<file path="config.mk">
export PLATFORM = sky130hd
export DESIGN_NAME = dcache_control_flat
export DESIGN_NICKNAME = d
export VERILOG_FILES = /design/src/rtl/dcache_control_if.sv /design/src/rtl/dcache_control.sv /design/src/flat_wrapper.sv
export SDC_FILE = /design/constraint.sdc
export NUM_CORES = 1
export LEC_CHECK = 0
export CORE_UTILIZATION = 42
export CTS_CLUSTER_SIZE = 16
export DETAILED_ROUTE_END_ITERATION = 8
export PLACE_DENSITY = 0.8
export SYNTH_ARGS = -nofsm -noshare
export SYNTH_HDL_FRONTEND = slang
export SYNTH_SLANG_ARGS = --single-unit
</file>
<file path="constraint.sdc">
create_clock -name clk -period 3.86 [get_ports clk]
set_clock_uncertainty 0.15 [all_clocks]
set_input_delay 0.579 -clock clk [delete_from_list [all_inputs] [get_ports clk]]
set_output_delay 0.579 -clock clk [all_outputs]
set_load 0.05 [all_outputs]
</file>
<file path="src/rtl/dcache_control_if.sv">
// dcache_control_if: CPU request/response and memory line-transfer handshakes of the cache controller
interface dcache_control_if;
    logic mem_read;
    logic mem_write;
    logic mem_resp;
    logic pmem_read;
    logic pmem_write;
    logic pmem_resp;
    modport master(output mem_read, mem_write, pmem_resp, input mem_resp, pmem_read, pmem_write);
    modport slave(input mem_read, mem_write, pmem_resp, output mem_resp, pmem_read, pmem_write);
endinterface

</file>
<file path="src/rtl/dcache_control.sv">
// dcache_control: write-back data cache FSM with datapath strobes and saturating hit/miss/writeback counters
module dcache_control #(
    parameter int CNT_W = 16
) (
    input  logic             clk,
    input  logic             rst,
    dcache_control_if.slave  bus,
    input  logic             is_hit,
    input  logic             is_dirty,
    output logic             is_allocate,
    output logic             use_replace,
    output logic             load_data,
    output logic             load_tag,
    output logic             load_dirty,
    output logic             load_valid,
    output logic             load_plru,
    output logic             valid_in,
    output logic             dirty_in,
    output logic [CNT_W-1:0] hit_count,
    output logic [CNT_W-1:0] miss_count,
    output logic [CNT_W-1:0] wb_count
);
    typedef enum logic [2:0] {IDLE, HIT_CHECK, WRITE_BACK, ALLOCATE, REFILL_WAIT} state_t;
    state_t state, next;
    logic retry, set_retry, clr_retry, hit_inc, miss_inc, wb_inc, req;
    assign req = bus.mem_read | bus.mem_write;
    always_comb begin
        next = state;
        bus.mem_resp = 1'b0;
        bus.pmem_read = 1'b0;
        bus.pmem_write = 1'b0;
        is_allocate = 1'b0;
        use_replace = 1'b0;
        load_data = 1'b0;
        load_tag = 1'b0;
        load_dirty = 1'b0;
        load_valid = 1'b0;
        load_plru = 1'b0;
        valid_in = 1'b0;
        dirty_in = 1'b0;
        set_retry = 1'b0;
        clr_retry = 1'b0;
        hit_inc = 1'b0;
        miss_inc = 1'b0;
        wb_inc = 1'b0;
        case (state)
            IDLE: begin
                next = req ? HIT_CHECK : IDLE;
                clr_retry = req;
            end
            HIT_CHECK: begin
                if (!req) next = IDLE;
                else if (is_hit) begin
                    bus.mem_resp = 1'b1;
                    load_plru = 1'b1;
                    load_data = bus.mem_write;
                    load_dirty = bus.mem_write;
                    dirty_in = bus.mem_write;
                    hit_inc = !retry;
                    next = IDLE;
                end else begin
                    miss_inc = 1'b1;
                    next = is_dirty ? WRITE_BACK : ALLOCATE;
                end
            end
            WRITE_BACK: begin
                bus.pmem_write = 1'b1;
                use_replace = 1'b1;
                load_dirty = bus.pmem_resp;
                wb_inc = bus.pmem_resp;
                next = bus.pmem_resp ? ALLOCATE : WRITE_BACK;
            end
            ALLOCATE: begin
                bus.pmem_read = 1'b1;
                use_replace = 1'b1;
                is_allocate = 1'b1;
                load_data = bus.pmem_resp;
                load_tag = bus.pmem_resp;
                load_valid = bus.pmem_resp;
                valid_in = bus.pmem_resp;
                load_dirty = bus.pmem_resp;
                set_retry = bus.pmem_resp;
                next = bus.pmem_resp ? REFILL_WAIT : ALLOCATE;
            end
            REFILL_WAIT: next = HIT_CHECK;
            default: next = IDLE;
        endcase
    end
    always_ff @(posedge clk) begin
        if (rst) begin
            state <= IDLE;
            retry <= 1'b0;
            hit_count <= '0;
            miss_count <= '0;
            wb_count <= '0;
        end else begin
            state <= next;
            retry <= set_retry ? 1'b1 : clr_retry ? 1'b0 : retry;
            if (hit_inc && !(&hit_count)) hit_count <= hit_count + 1'b1;
            if (miss_inc && !(&miss_count)) miss_count <= miss_count + 1'b1;
            if (wb_inc && !(&wb_count)) wb_count <= wb_count + 1'b1;
        end
    end
endmodule
</file>
<file path="src/flat_wrapper.sv">
// flat-port wrapper written by rule: the top's interface ports become plain ports
module dcache_control_flat 
#(
    parameter int CNT_W = 16
)
  (clk, rst, is_hit, is_dirty, is_allocate, use_replace, load_data, load_tag, load_dirty, load_valid, load_plru, valid_in, dirty_in, hit_count, miss_count, wb_count, bus_mem_read, bus_mem_write, bus_pmem_resp, bus_mem_resp, bus_pmem_read, bus_pmem_write);
  dcache_control_if bus_i ();
  input  logic clk;
  input  logic rst;
  input  logic is_hit;
  input  logic is_dirty;
  output logic is_allocate;
  output logic use_replace;
  output logic load_data;
  output logic load_tag;
  output logic load_dirty;
  output logic load_valid;
  output logic load_plru;
  output logic valid_in;
  output logic dirty_in;
  output logic [CNT_W-1:0] hit_count;
  output logic [CNT_W-1:0] miss_count;
  output logic [CNT_W-1:0] wb_count;
  input wire logic [$bits(bus_i.mem_read)-1:0] bus_mem_read;
  input wire logic [$bits(bus_i.mem_write)-1:0] bus_mem_write;
  input wire logic [$bits(bus_i.pmem_resp)-1:0] bus_pmem_resp;
  output wire logic [$bits(bus_i.mem_resp)-1:0] bus_mem_resp;
  output wire logic [$bits(bus_i.pmem_read)-1:0] bus_pmem_read;
  output wire logic [$bits(bus_i.pmem_write)-1:0] bus_pmem_write;
  assign bus_i.mem_read = bus_mem_read;
  assign bus_i.mem_write = bus_mem_write;
  assign bus_i.pmem_resp = bus_pmem_resp;
  assign bus_mem_resp = bus_i.mem_resp;
  assign bus_pmem_read = bus_i.pmem_read;
  assign bus_pmem_write = bus_i.pmem_write;
  dcache_control #(.CNT_W(CNT_W)) u_core (.clk(clk), .rst(rst), .bus(bus_i), .is_hit(is_hit), .is_dirty(is_dirty), .is_allocate(is_allocate), .use_replace(use_replace), .load_data(load_data), .load_tag(load_tag), .load_dirty(load_dirty), .load_valid(load_valid), .load_plru(load_plru), .valid_in(valid_in), .dirty_in(dirty_in), .hit_count(hit_count), .miss_count(miss_count), .wb_count(wb_count));
endmodule
</file>
==> flow_summary.toml <==
[outcome]
status = "completed"

[clock_network]
cts_tree = "yes"
cts_resized = 0
cts_buffers = 5
clk_pin_slew_worst_paths_ns = 0.09
h-tree-depth = 2
clk_latency_ns = 0.30
cts_buffer_depth = 2
clockRootBuffer = "clkbuf_8"
cts_setup_buffers = 0
cts_num_sinks = 52
postCtsHoldBufs = 0

[setup_path]
crit_required_ns = 3.13
cp-end-kind = "output pin"
cp_data_arrival_time_ns = 2.28
r2r-end = "u_core.miss_count[14]"
endpoint = "load_tag"
worst-setup-path-type = "in -> out"
critPathLaunch = "bus_pmem_resp"
setup.worst_path.start_class = "input pin"
r2r_slack_ns = 1.52
cp_max_fo = 7
rr_worst_depth = 5
reg2reg_from = "u_core.state[0]"

[detailed_routing]
ant_nets = 0
drtIter0Drc = 92
route.vias.total = 2416
drt-vias-per-instance = 5.50
drt_pass1_iterations = 5
avgRoutedWirePerCell_um = 13.5
drt_wl_total_um = 5940
drc = 0

[logic_synthesis]
yosys.area.top_type = "dfxtp_1"
synth_edf_count = 0
synth_cells = 305
netlist.area_leader.share_pct = 39.6
synth_area_um2 = 2630
yosys_register_bits = 52
ys_seq_area_share_pct = 39.6
async_flop_share_pct = 0
yosys_warnings = 0
synth_cell_types = 45
synthTopCellsByArea = "dfxtp_1 40%, nor2_1 7.1%, xor2_1 6.3%"
synth.avg_cell_area_um2 = 8.62
synth_nets = 315
synthFlopType = "dfxtp_1"

[global_route]
grt_pass1_wl_um = 9990
grt_remaining_overflow = 0
grt_max_degree = 53
antenna_found_initial = 0
grt_pass1_vias = 2161
track_usage_pct = 19.2

[layout]
post-route-util_pct = 56.6
n_antenna_cell = 0
drive_gt1_share_pct = 4.95
fill_cells = 517
final_cell_count_no_fill = 439
finalNetCount = 373
area_growth_pct = 28.9
design_area_um2 = 3390

[floorplan]
die_area_um2 = 6580
coreArea_um2 = 5990
fp.dieH_um = 81.1
rows = 28
die_x_um = 81.1
initial_core_util_pct = 43.9
pin_count = 67

[pwr]
p_per_area_nw_per_um2 = 284
p_total_uw = 964
ir_drop_mv = 0.142
p_leak_nw = 1.12

[timing]
max_freq_ghz = 0.332
period_minus_slack_ns = 3.01
rsz0062_at_grt = "false"
relSlewSlack_pct = 35.7
setup_viol = 0
finalCritPeriodShare_pct = 78.0
slew_violations = 0
finalHoldViolCount = 0
fin_tns_setup_ns = 0
worstMarginPinSlew_ns = 0.964

[worst_hold_path]
hold_depth = 2
hp-class = "reg -> reg"

[place]
portBuffers = 66
place_area_um2 = 3300
dp_cells = 431
place.gp.congestion = 0.826
post-dp-hpwl_um = 4280

[flow_run]
drv_cap = 0
-- layout make-up --
type	count	area, µm²	share of cell area (%)
Clock buffer	8	90.1	2.66
Inverter	6	22.5	0.665
Multi-Input combinational cell	231	1480	43.6
Sequential cell	52	1040	30.7
Tap cell	75	93.8	2.77
Timing Repair Buffer	67	663	19.6
-- how the worst min path moves through the flow --
stage	to	from	slack, ns
after floorplan	u_core.retry	u_core.retry	0.31
after global placement	u_core.hit_count[13]	u_core.hit_count[13]	0.34
after detailed placement	u_core.hit_count[13]	u_core.hit_count[13]	0.36
after CTS	u_core.hit_count[13]	u_core.hit_count[13]	0.37
after global routing	u_core.wb_count[6]	u_core.wb_count[6]	0.41
final	u_core.hit_count[13]	u_core.hit_count[13]	0.37
-- synth_stat cells, types with 3 or more instances --
cell type  count
nor4_1         8
clkbuf_1       8
nor2_1        50
nand3_1       19
nand4b_1       4
o21ai_0        5
xnor2_1       16
inv_1          6
and4_1         4
or3_1          5
nor3_2         3
buf_4          5
ha_1           3
and3_1         5
nand2_1       18
nand4_1       19
xor2_1        19
mux2i_1        6
nor3_1         9
dfxtp_1       52
a21oi_1       10
-- report_power, final --
part           leakage, nW  internal [mW]  switching (mW)  total (mW)
combinational        0.655         0.0329          0.0626      0.0955
clock               0.0455          0.147           0.172       0.319
sequential           0.419          0.541         0.00906       0.550
-- cells by family (layout without fill, tap and decap cells) --
family / count (synthesis) / after routing / share of synthesized area (%)
adders and majority gates: 3 / 3 / 1.43
AOI/OAI and AO/OA: 26 / 26 / 6.85
DFF: 52 / 52 / 39.6
buffers and inverters: 22 / 81 / 4.19
muxes: 6 / 6 / 2.28
and+or+nand+nor: 161 / 161 / 34.0
xor gates and xnor gates: 35 / 35 / 11.7
-- critical path: stages --
cell,delay (ns)
clkdlybuf4s50_1,0.60
nand3_1,0.16
inv_1,0.13
clkdlybuf4s50_1,0.81
-- metal layers --
| metal | wire (µm) | up-vias | GRT usage [%] | part of all wire (%) |
|---|---|---|---|---|
| met5 | 0 | - | 0 | 0 |
| met3 | 224 | 13 | 3.37 | 3.8 |
| met4 | 147 | 0 | 8.75 | 2.5 |
| met1 | 2710 | 1136 | 25.1 | 46 |
| li1 | - | 1206 | - | - |
| met2 | 2860 | 61 | 30.8 | 48 |
-- metrics by stage --
step / hold WS, ns / setup WS (ns)
after floorplan: 0.310 / 1.01
after global placement: 0.343 / 0.856
after detailed placement: 0.357 / 0.836
after CTS: 0.370 / 0.828
after global routing: 0.407 / 0.751
final: 0.372 / 0.850
-- registers in the layout (all words and copies together) (netlist names) --
name               flops
u_core.miss_count     16
u_core.wb_count       16
u_core.hit_count      16
u_core.state           3
u_core.retry           1
-- layout by cell type (no fill, tap or decap), types with 2 or more instances in the layout --
cell             count
nand3_1             19
and4_1               4
and2_1               2
nor4_1               8
nand2_1             18
ha_1                 3
xor2_1              19
xnor2_1             16
o21ai_0              5
or4_1                2
or2_2                2
nand4bb_1            2
and3_1               5
clkbuf_8             6
nand4_1             19
or3_1                5
nand4b_1             4
a21oi_1             10
clkbuf_1             2
nor3_2               3
o31ai_1              2
mux2i_1              6
inv_1                6
nor4_4               2
nor3_1               9
clkdlybuf4s50_1     65
nor2_1              50
dfxtp_1             52
nand2b_1             2
No activity file was read; power rests on OpenSTA's default activity.
